==> src/rtl/wb_master_ctrl_pkg.sv <==
// Shared constants for the Wishbone master controller:
// default bus widths and the FSM state encoding.
package wb_master_ctrl_pkg;

  localparam int DEF_DWIDTH = 32;
  localparam int DEF_SWIDTH = 4;
  localparam int DEF_AWIDTH = 30;

  localparam int CNT_W = 8;

  localparam logic [1:0] ST_IDLE = 2'd0;
  localparam logic [1:0] ST_BUS  = 2'd1;
  localparam logic [1:0] ST_RSP  = 2'd2;

endpackage

==> src/rtl/wb_master_ctrl.sv <==
// Single-transfer Wishbone master: accepts one command,
// runs a classic cycle with timeout, returns one response.
module wb_master_ctrl
  import wb_master_ctrl_pkg::*;
#(
  parameter int WB_DWIDTH = DEF_DWIDTH,
  parameter int WB_SWIDTH = DEF_SWIDTH,
  parameter int WB_AWIDTH = DEF_AWIDTH,
  parameter int TIMEOUT   = 16
) (
  input  logic                 i_ck,
  input  logic                 i_rst,
  input  logic                 i_cmd_valid,
  output logic                 o_cmd_ready,
  input  logic                 i_cmd_we,
  input  logic [WB_SWIDTH-1:0] i_cmd_sel,
  input  logic [WB_AWIDTH-1:0] i_cmd_adr,
  input  logic [WB_DWIDTH-1:0] i_cmd_dat,
  output logic                 o_rsp_valid,
  input  logic                 i_rsp_ready,
  output logic [WB_DWIDTH-1:0] o_rsp_dat,
  output logic                 o_rsp_err,
  output logic                 o_wb_we,
  output logic [WB_SWIDTH-1:0] o_wb_sel,
  output logic [WB_AWIDTH-1:0] o_wb_adr,
  output logic [WB_DWIDTH-1:0] o_wb_dat,
  output logic                 o_wb_cyc,
  output logic                 o_wb_stb,
  input  logic [WB_DWIDTH-1:0] i_wb_dat,
  input  logic                 i_wb_ack
);

  // Last strobe cycle index before the transfer is declared dead.
  localparam logic [CNT_W-1:0] TO_LAST = CNT_W'(TIMEOUT - 1);

  logic [1:0]       state;
  logic [CNT_W-1:0] cnt;
  logic             to_hit;

  assign o_cmd_ready = (state == ST_IDLE);
  assign to_hit      = (cnt == TO_LAST);

  // Transfer FSM with all bus and response outputs registered.
  always_ff @(posedge i_ck) begin
    if (i_rst) begin
      state       <= ST_IDLE;
      cnt         <= '0;
      o_wb_we     <= 1'b0;
      o_wb_sel    <= '0;
      o_wb_adr    <= '0;
      o_wb_dat    <= '0;
      o_wb_cyc    <= 1'b0;
      o_wb_stb    <= 1'b0;
      o_rsp_valid <= 1'b0;
      o_rsp_dat   <= '0;
      o_rsp_err   <= 1'b0;
    end else begin
      case (state)
        ST_IDLE: begin
          if (i_cmd_valid) begin
            o_wb_we  <= i_cmd_we;
            o_wb_sel <= i_cmd_sel;
            o_wb_adr <= i_cmd_adr;
            o_wb_dat <= i_cmd_dat;
            o_wb_cyc <= 1'b1;
            o_wb_stb <= 1'b1;
            cnt      <= '0;
            state    <= ST_BUS;
          end
        end
        ST_BUS: begin
          if (i_wb_ack) begin
            o_wb_cyc    <= 1'b0;
            o_wb_stb    <= 1'b0;
            o_rsp_dat   <= o_wb_we ? '0 : i_wb_dat;
            o_rsp_err   <= 1'b0;
            o_rsp_valid <= 1'b1;
            state       <= ST_RSP;
          end else if (to_hit) begin
            o_wb_cyc    <= 1'b0;
            o_wb_stb    <= 1'b0;
            o_rsp_dat   <= '0;
            o_rsp_err   <= 1'b1;
            o_rsp_valid <= 1'b1;
            state       <= ST_RSP;
          end else begin
            cnt <= cnt + CNT_W'(1);
          end
        end
        ST_RSP: begin
          if (i_rsp_ready) begin
            o_rsp_valid <= 1'b0;
            state       <= ST_IDLE;
          end
        end
        default: begin
          state <= ST_IDLE;
        end
      endcase
    end
  end

endmodule

==> config.mk <==
export PLATFORM = sky130hd
export DESIGN_NAME = wb_master_ctrl
export DESIGN_NICKNAME = d
export VERILOG_FILES = /design/src/rtl/wb_master_ctrl_pkg.sv /design/src/rtl/wb_master_ctrl.sv
export SDC_FILE = /design/constraint.sdc
export NUM_CORES = 1
export LEC_CHECK = 0
export CORE_UTILIZATION = 39
export DETAILED_ROUTE_END_ITERATION = 8
export GPL_TIMING_DRIVEN = 0
export PLACE_DENSITY = 0.8
export SLEW_MARGIN = 20
export SYNTH_ARGS = -nofsm -noshare
export SYNTH_HDL_FRONTEND = slang
export SYNTH_SLANG_ARGS = --single-unit
==> constraint.sdc <==
create_clock -name i_ck -period 1.9 [get_ports i_ck]
set_input_delay 0.475 -clock i_ck [delete_from_list [all_inputs] [get_ports i_ck]]
set_output_delay 0.475 -clock i_ck [all_outputs]
set_load 0.005 [all_outputs]
# Word level (Yosys, flattened, before mapping)
# Index checks and enable logic that the tools add are counted.
word_totals:
  regBits: 112
  inputBits: 104
  output_inout_bits: 104
  wordCells: 50
op_classes:
  addsub: 1
  n_eq_ne: 8
  muxes: 21
  n_reduce_logical: 10
op_table:
  columns: ["operator", "n"]
  rows:
  - ["$mux W32", 3]
  - ["$mux W8", 3]
  - ["$pmux W8 S2", 1]
  - ["$reduce_and A3 Y1", 3]
  - ["$add A8 B1 Y8 const B", 1]
  - ["$eq A8 B4 Y1 const B", 1]
  - ["$mux W2", 4]
  - ["$ne A2 B2 Y1 const B", 4]
  - ["$mux W1", 7]
  - ["$pmux W2 S3", 1]
  - ["$reduce_bool A2 Y1", 3]
  - ["$pmux W1 S2", 2]
  - ["$reduce_and A2 Y1", 2]
  - ["$reduce_and A4 Y1", 1]
  - ["$ne A3 B3 Y1 const B", 1]
  - ["$eq A2 B1 Y1 const B", 1]
  - ["$eq A2 B2 Y1 const B", 1]
  - ["$logic_not A2 Y1", 1]

# Logic depth before layout (Yosys ltp)
# Gate-level depths: netlist (run 1).
depth:
  word_depth: 4
  mapped_depth: 6
  ltp_nobuf: 5

# Worst setup path before layout (run 1)
# Ideal clock, no wire load.
synth_timing:
  path_kind: "reg-to-reg"
  startpoint: "register cnt[4]"
  endpoint: "register cnt[0]"
  setup_ps: 65
  t_arrival_ps: 1579
  t_required_ps: 1835
  path_slack_ps: 256
  path_stages_with_launch: 6
  path_cell_list: "dfxtp_1 or4_4 buf_6 o21ai_2 mux2_2 nor2_1"
synth_between:
  elab_chain_len: 3
synth_lines:
  columns: ["element", "line_no", "text"]
  rows:
  - ["start, declared", "wb_master_ctrl.sv:37", "logic [CNT_W-1:0] cnt;"]
  - ["start signal, assigned", "wb_master_ctrl.sv:87", "cnt <= cnt + CNT_W'(1);"]
  - ["$eq A8 B4 Y1", "wb_master_ctrl.sv:41", "assign to_hit = (cnt == TO_LAST);"]
  - ["$ne A2 B2 Y1 (no source line)", null, null]
  - ["$reduce_and A4 Y1 (no source line)", null, null]
# No other way between the ends.
# A chain may end at the register's enable or synchronous reset.

# Worst setup path after layout (run 1)
layout_timing:
  startpoint: "input port i_wb_ack"
  endpoint: "register cnt[7]"
layout_between:
  elab_chain_len: 2
layout_lines:
  columns: ["element", "line_no", "text"]
  rows:
  - ["start, declared", "wb_master_ctrl.sv:30", "input logic i_wb_ack"]
  - ["$ne A2 B2 Y1 (no source line)", null, null]
  - ["$reduce_and A4 Y1 (no source line)", null, null]
# No other way between the ends.

==> results of run 1 <==
logic make-up after synthesis:
group | Yosys count | share of synthesized area
muxes | 1 | 0.00287
DFF | 112 | 0.572
buffers and inverters | 33 | 0.0415
and+or+nand+nor | 169 | 0.183
adders and majority gates | 1 | 0.00319
AOI/OAI and AO/OA | 116 | 0.190
xor gates and xnor gates | 3 | 0.00671
critical path, stage by stage:
cell	delay, ps
clkdlybuf4s50_1	540
nor3b_4	370
o21ai_2	170
or4_1	490
nand3_1	90
routing by layer:
layer | share of wire | up-vias | track usage | routed length (µm)
li1 | - | 1900 | - | -
met1 | 0.41 | 1781 | 0.238 | 4610
met2 | 0.49 | 158 | 0.376 | 5550
met3 | 0.094 | 11 | 0.0698 | 1070
met4 | 0.012 | 0 | 0.0835 | 137
met5 | 0 | - | 0 | 0
registers in the layout, indices dropped and copies added (netlist names):
name and count:
cnt 8, o_rsp_dat 32, o_rsp_err 1, o_rsp_valid 1, o_wb_adr 30, o_wb_dat 32, o_wb_sel 4, o_wb_stb 1
o_wb_we 1, state 2
final timing paths:
path	cells past startpoint	end	startpoint	slack [ps]
setup / recovery	5	cnt[7]	i_wb_ack	60
hold / removal	2	o_wb_adr[8]	o_wb_adr[8]	460
setup reg to reg	5	cnt[4]	cnt[0]	90
hold reg to reg	2	o_wb_adr[8]	o_wb_adr[8]	460
layout make-up:
type | instances | area [µm²] | share of cell area
sequential | 112 | 2240 | 0.351
tap | 133 | 166 | 0.0260
clock inverter | 5 | 78.8 | 0.0123
multi-input combinational | 290 | 1520 | 0.238
clock buffer | 11 | 151 | 0.0237
buffer | 31 | 163 | 0.0255
timing repair buffer | 207 | 2070 | 0.324
placed cells by master (no fill, tap or decap), types with 2 or more instances in the layout:
cell | netlist | layout
nand4b_1 | 2 | 2
clkinv_2 | 0 | 2
clkbuf_1 | 23 | 14
buf_1 | 1 | 2
o211ai_1 | 3 | 3
o21a_1 | 2 | 2
or3b_2 | 2 | 2
a22o_1 | 32 | 32
a21oi_1 | 74 | 74
buf_2 | 4 | 4
xor2_1 | 3 | 3
clkbuf_8 | 0 | 11
buf_6 | 4 | 4
clkbuf_2 | 0 | 6
bufinv_16 | 0 | 2
dfxtp_1 | 112 | 112
nand3_1 | 6 | 6
nor2_1 | 4 | 4
nor3_1 | 3 | 3
nand2_1 | 140 | 140
clkdlybuf4s50_1 | 0 | 206
repair_timing:
action | 4_1_cts | 5_1_grt
gates cloned | 0 | 0
setup endpoints to repair | 12 | 71
gates resized for setup | 3 | 10
metrics by stage:
| stage | setup WS [ps] | hold WS [ps] |
|---|---|---|
| after floorplan | 256 | 453 |
| after global placement | -425 | 441 |
| after detailed placement | -442 | 446 |
| after CTS | 0.0273 | 460 |
| after global routing | -3.11 | 475 |
| final | 59.6 | 457 |
power breakdown:
part / switching (W) / total [W] / internal (W)
Clock: 0.000775 / 0.00159 / 0.000814
Sequential: 0.0000674 / 0.00254 / 0.00247
Combinational: 0.000327 / 0.000831 / 0.000504
Total: 0.00117 / 0.00496 / 0.00379
==> impl_metrics.json, run 1 <==
{
  "die_w_um": 102,
  "final_area_mm2": 0.00639,
  "slew_headroom": 0.668,
  "irDropWorstVdd_v": 0.000429,
  "powerDensity_mw_per_mm2": 776,
  "path_max_fanout": 6,
  "drc_errors": 0,
  "ioPinCount": 208,
  "row_count": 36,
  "hpwlAfterDp_um": 8680,
  "netlist.area_leader.share": 0.572,
  "cp.required_ps": 2210,
  "syn2layout_area_growth_pct": 63.1,
  "portBuffers": 207,
  "cts_hold_buf": 0,
  "synthesis.area_mm2": 0.00392,
  "numCtsBuffers": 9,
  "routed_wl_um": 11400,
  "die_h_um": 102,
  "final_nets": 756,
  "ctsHtreeMaxLevel": 3,
  "synth_area_leaders": "dfxtp_1 (57%), nand2_1 (13%), a21oi_1 (9.5%)",
  "synth.most_common_cell": "nand2_1",
  "synth-seq-cells": 112,
  "max_freq_mhz": 543,
  "power_w": 0.00496,
  "cts.clk_slew.worst_paths_ps": 100,
  "clockBufferDepth": 2,
  "period_share": 0.969,
  "syn_nets": 540,
  "grt_pass1_vias": 3696,
  "tightest_slew_ps": 497,
  "fillers": 830,
  "clock-sinks": 112,
  "synth_cell_types": 36,
  "maxSlewViolCount": 0,
  "placed_area_mm2": 0.00616,
  "post_drt_wl_per_cell_um": 14.4,
  "coreArea_mm2": 0.00977,
  "fin_cells": 789,
  "crit_type": "in2reg",
  "async_reset_ff_frac": 0,
  "hold_viol_final": 0,
  "grt_antenna_before_repair": 0,
  "final_antenna_net_count": 0,
  "avgSynthCellArea_um2": 9.01,
  "drtIter0Drc": 93,
  "overflow": 0,
  "vias": 3850,
  "grt_pass1_wl_um": 17400,
  "post_cts.repair.setup_buffers": 0,
  "arrival_ps": 2150,
  "p_leak_nw": 2.38,
  "crit_path_end_kind": "flop",
  "die-area_mm2": 0.0105,
  "synth_commonest_cells": "nand2_1 (140), dfxtp_1 (112), a21oi_1 (74)",
  "synth_top_area_cell": "dfxtp_1",
  "dr.pass1.iters": 4,
  "period_minus_slack_ps": 1840,
  "start_util": 0.401,
  "maxCapViolCount": 0,
  "num_antenna_cells": 0,
  "cts-root-buf": "clkbuf_8",
  "synth_edf_count": 0,
  "clock_latency_ps": 360,
  "viasPerCell": 4.88,
  "placed_cells": 775,
  "outcome": "finished, final reports clean",
  "gp_congestion": 0.787,
  "tns_ps": 0,
  "grt_max_degree": 18,
  "rsz0062_at_grt": "yes",
  "finClkSkew_ps": 6.43,
  "yosysWarnings": 0,
  "ys_seq_area_frac": 0.572,
  "setup_violations": 0,
  "cts_tree": "built",
  "startpoint_type": "primary input",
  "post_route_cells_drive_above_1_share": 0.0625,
  "hp-class": "reg2reg",
  "netlist_instances": 435,
  "synthFlopType": "dfxtp_1",
  "utilization": 0.654,
  "grt_usage": 0.214
}
Power figures use the tool's default switching activity.
==> run 2, diff against run 1 <==
CAP_MARGIN = 20   (was not set)
==> results of run 2 <==
Final layout, timing and power as in run 1 (identical DEF).
==> run 3, diff against run 2 <==
CTS_CLUSTER_SIZE = 40   (was not set)
HOLD_SLACK_MARGIN = 0.02   (was not set)
==> results of run 3 <==
Final layout, timing and power as in run 1 (identical DEF).
==> variant 1, RTL diff (settings of run 3) <==
Reset style: asynchronous (`i_rst`), changed in one clocked block.
--- a/src/rtl/wb_master_ctrl.sv
+++ b/src/rtl/wb_master_ctrl.sv
@@ -42,5 +42,5 @@
 
   // Transfer FSM with all bus and response outputs registered.
-  always_ff @(posedge i_ck) begin
+  always_ff @(posedge i_ck or posedge i_rst) begin
     if (i_rst) begin
       state       <= ST_IDLE;
Check against the original RTL: differs if i_rst is asserted again (counterexample within 4 cycles, from zero or initial values and one cycle with i_rst high); with i_rst held inactive, the same outputs for 10 cycles.
==> variant 1 against run 3 <==
The run now ends with DRC left. Global-route usage down 1.0 points. Design area up 15%. Non-clock buffer count up 1. First-iteration DRC count up 130%. Setup slack better by 0.042 ns. Cell count up 9.4%. Wire length up 8.5%. Area after synthesis up 20%. Sequential cell count unchanged. Critical path type is now flip-flop to output port. Critical endpoint is now o_wb_stb.
Power is not compared: it rests on default switching activity, and its combinational part moved more than twofold at a synthesized area within 25%.
==> variant 1: results (changes against run 3) <==
| Metric | Value |
|---|---|
| Routed wl met3 | 866 um (-19%) |
| List of most frequent post-synthesis cells | nand2_1 (210), dfrtp_1 (112), inv_1 (34) |
| Placer Congestion | 0.828 (+5.2%) |
| Vias in the first global route | 4181 (+13%) |
| Failing checks | DRC |
| Clock Pin Slew Worst Setup and Hold Paths | 0.07 ns (-0.03 ns) |
| TritonRoute pass-1 iters | 9 (+5) |
| Setup Skew | 0.00441 ns (-0.00203 ns) |
| Synth area leaders | dfrtp_1 (60%), nand2_1 (17%), a22oi_1 (5.1%) |
| Wire length on met1 | 5030 um (+9.2%) |
| FILL cells | 928 (+12%) |
| Post-synthesis cell type count | 37 (+2.8%) |
| Global Route Usage Sum | 20.4% (-1.0 points) |
| Synth Area in XOR/XNOR | 0% (-0.67 points) |
| CP Max Fanout | 3 (-3) |
| Initial DRC count | 217 (+130%) |
| Drc violations | 12 (+12) |
| Nets | 821 (+8.6%) |
| Cells after DPL | 848 (+9.4%) |
| Wire length on met2 | 6200 um (+12%) |
| Final HPWL DP | 9250 um (+6.5%) |
| Worst min path class | primary input to async pin |
| Max incr delay on CP | 0.49 ns (-0.05 ns) |
| Post-synth ARST share | 100% (+100 points) |
| Post-layout util | 63.3% (-2.0 points) |
| CTS root buffer | clkbuf_16 |
| Cells after synthesis | 495 (+14%) |
| Main flop type after synthesis | dfrtp_1 |
| Largest net degree at the start of global routing | 37 (+19) |
| Post-Synth Adder-Cell Area | 0.266% (-0.053 points) |
| PostCTS Resize Cnt | 1 (-2) |
| Status | complete, but fails checks |
| Post-synthesis sequential area ratio | 59.6% (+2.3 points) |
-- variant 1: final timing paths --
kind                               from            end  slack, ns  cells past startpoint
min in group i_ck          o_wb_dat[24]   o_wb_dat[24]       0.47                      2
setup reg to reg                 cnt[0]  o_rsp_dat[13]       0.20                      5
setup / recovery               o_wb_stb       o_wb_stb       0.10                      2
hold reg to reg            o_wb_dat[24]   o_wb_dat[24]       0.47                      2
max in group asynchronous         i_rst    o_wb_adr[4]       0.94                      3
hold / removal                    i_rst  o_rsp_dat[26]       0.47                      2
-- variant 1: per-stage QoR --
step / total power [mW] / hold slack [ns]
floorplan: 6.31 / 0.462
global placement: 9.08 / 0.458
detailed placement: 9.30 / 0.461
CTS: 11.3 / 0.460
global route: 11.9 / 0.480
finish: 11.1 / 0.471
-- variant 1: worst max-delay path, delay by kind of cell, from the launching register on --
kind     cells  cell delay (ns)
buf+inv      2             0.61
flops        1             0.38
-- variant 1: layout make-up --
cell class                 instances  area share [%]
clock inverter                     2           0.512
multi-input combinational        320            21.1
inverter                          34            1.79
timing repair buffer             210            29.1
clock buffer                      13            3.69
sequential                       112            38.3
tap                              143            2.44
buffer                            29            3.09
-- variant 1: cells by family after synthesis --
family,Yosys count
adders and majority gates,1
DFF,112
AOI/OAI and AO/OA,78
buffers and inverters,63
muxes,5
and+or+nand+nor,236
-- variant 1: layer usage --
| layer | global-route usage (%) | up-vias |
|---|---|---|
| li1 | - | 2027 |
| met1 | 24.5 | 2004 |
| met2 | 34.6 | 146 |
| met3 | 5.55 | 21 |
| met4 | 8.11 | 0 |
| met5 | 0 | - |
-- variant 1: report_power, final --
part	switching [mW]	total, mW	internal (mW)
clock	0.788	1.91	1.12
sequential	0.685	4.15	3.47
combinational	2.08	5.06	2.98
total	3.56	11.1	7.57
==> variant 2, RTL diff (settings of run 3) <==
Without the edit above. Set the package constant `DEF_SWIDTH` to 5 (it was 4).
--- a/src/rtl/wb_master_ctrl_pkg.sv
+++ b/src/rtl/wb_master_ctrl_pkg.sv
@@ -4,5 +4,5 @@
 
   localparam int DEF_DWIDTH = 32;
-  localparam int DEF_SWIDTH = 4;
+  localparam int DEF_SWIDTH = 5;
   localparam int DEF_AWIDTH = 30;
 
Interface: changed (resized i_cmd_sel and o_wb_sel); port bits go from 208 to 210. The function was not compared with the original's and may differ.
==> variant 2 against run 3 <==
Total power rose by 39%. Clock skew rose by 0.0032 ns. Design area rose by 8.1%. First-iteration DRC count rose by 33%. Setup slack got worse by 0.0043 ns. Via count rose by 4.4%. Wire length rose by 6.0%. Non-clock buffer count rose by 3. Maximum frequency fell by 0.24%. Sequential cell count rose by 1. Area after synthesis rose by 1.3%. Critical path type is now flip-flop to output port.
==> variant 2: results (changes against run 3) <==
| Metric | Value |
|---|---|
| CTS root buffer | clkbuf_8 |
| Post-synthesis cell type count | 35 (-2.8%) |
| Hold Violations, Final | 0 (unchanged) |
| Main flop type after synthesis | dfxtp_1 |
| Nets | 777 (+2.8%) |
| Number of CTS-inserted buffers | 17 (+8) |
| TritonRoute pass-1 iters | 4 (unchanged) |
| First-pass GRT wire length | 18500 um (+6.2%) |
| Grt met3 use | 8.34% (+1.4 points) |
| CP Max Fanout | 2 (-4) |
| Crit path DAT | 1.37 ns (-0.78 ns) |
| N_diodes | 0 (unchanged) |
| Met1 Use GR | 25.0% (+1.1 points) |
| Via density per instance | 4.92 (+0.86%) |
| Post-synthesis sequential area ratio | 57.0% (-0.22 points) |
| Synth area leaders | dfxtp_1 (57%), nand2_1 (14%), a21oi_1 (9.2%) |
| Reported leakage power | 2.67 nW (+12%) |
| Max incr delay on CP | 0.53 ns |
| Met2 Usage GRT | 39.6% (+2.0 points) |
| Placer Congestion | 0.764 (-2.9%) |
| Largest registers | o_rsp_dat (32), o_wb_dat (32), o_wb_adr (30) |
| List of most frequent post-synthesis cells | nand2_1 (143), dfxtp_1 (113), a21oi_1 (73) |
| Critical-path cell with the highest stage delay | clkdlybuf4s50_1 |
| Routed WL | 12000 um (+6.0%) |
| Final HPWL DP | 8520 um (-1.9%) |
| Port bufs | 209 (+0.97%) |
| Ratio of cells with drive above 1 in the final layout | 8.48% (+2.2 points) |
| Status | complete, no violations |
| Crit path max-delay family | buffers and inverters |
| Initial DRC count | 124 (+33%) |
| Syn Nets | 550 (+1.9%) |
| Slew Limit Headroom | 64.5% (-2.3 points) |
| PostCTS Resize Cnt | 11 (+8) |
| Largest net degree at the start of global routing | 17 (-1) |
| Clock Pin Slew Worst Setup and Hold Paths | 0.06 ns (-0.04 ns) |
| Global Route Usage Sum | 22.7% (+1.3 points) |
| Vias in the first global route | 3866 (+4.6%) |
| CTS H-tree depth | 4 (+1) |
| Clock Latency Late Sink | 0.50 ns (+0.14 ns) |
| FILL cells | 745 (-10%) |
| Setup Skew | 0.00964 ns (+0.00321 ns) |
| Worst vdd ir | 0.000585 V (+36%) |
## variant 2: changes by cell type after synthesis, sizes merged, moves of 3 or more
cell | run 3 | this run
inv | 0 | 3
nand3 | 6 | 10
nand2 | 140 | 143
or3 | 0 | 4
buf | 10 | 6
clkbuf | 23 | 27
## variant 2: cell families (layout without fill, tap and decap cells)
logic type	Yosys count	after routing	synth area share, %
and+or+nand+nor	171	171	17.8
AOI/OAI and AO/OA	121	121	20.1
DFF	113	113	57.0
buffers and inverters	36	276	4.29
adders and majority gates	1	1	0.315
xor gates and xnor gates	1	1	0.221
muxes	1	1	0.284
## variant 2: through the flow
stage | utilization, % | total power [mW] | cell area (um^2) | setup slack (ns) | instances
2_1_floorplan | - | 2.89 | 3970 | 0.262 | 444
3_3_place_gp | 63.4 | 3.42 | 6230 | -0.489 | 786
3_5_place_dp | 63.4 | 3.45 | 6230 | -0.510 | 786
4_1_cts | 70.2 | 6.94 | 6900 | 0.0103 | 818
5_1_grt | 70.4 | 7.15 | 6910 | -0.00472 | 817
6_report | 70.4 | 6.87 | 6910 | 0.0552 | 817
## variant 2: final cells by class
type                    count  area (um^2)  share of cell area [%]
multi-input cells         295         1550                    22.4
clock buffers              18          428                    6.19
inverters                   3         11.3                   0.163
clock inverters            14          225                    3.26
well taps                 133          166                    2.41
repair buffers            209         2100                    30.4
flip-flops and latches    113         2270                    32.8
plain buffers              32          163                    2.35
## variant 2: per-layer routing
| layer | share of wire, % | up-vias |
|---|---|---|
| met5 | 0 | - |
| met4 | 2.2 | 0 |
| met3 | 9.0 | 21 |
| met2 | 49 | 177 |
| met1 | 40 | 1853 |
| li1 | - | 1970 |
## variant 2: worst min-delay path, cell delays in order (launching register included)
cell	delay [ns]
dfxtp_1	0.31
nand2_1	0.05
a21oi_1	0.05
## variant 2: final timing paths
path | from | to | slack, ns | depth (start not counted)
worst max-delay path | o_wb_adr[27] | o_wb_adr[27] | 0.06 | 1
worst min-delay path | o_wb_dat[10] | o_wb_dat[10] | 0.45 | 2
worst max register to register | cnt[4] | o_rsp_dat[2] | 0.11 | 6
worst min register to register | o_wb_dat[10] | o_wb_dat[10] | 0.45 | 2
## variant 2: power breakdown
group          internal (mW)  switching [mW]  leakage, nW
Sequential              2.50          0.0697        0.925
Combinational          0.499           0.329         1.44
Clock                   2.32            1.16        0.309
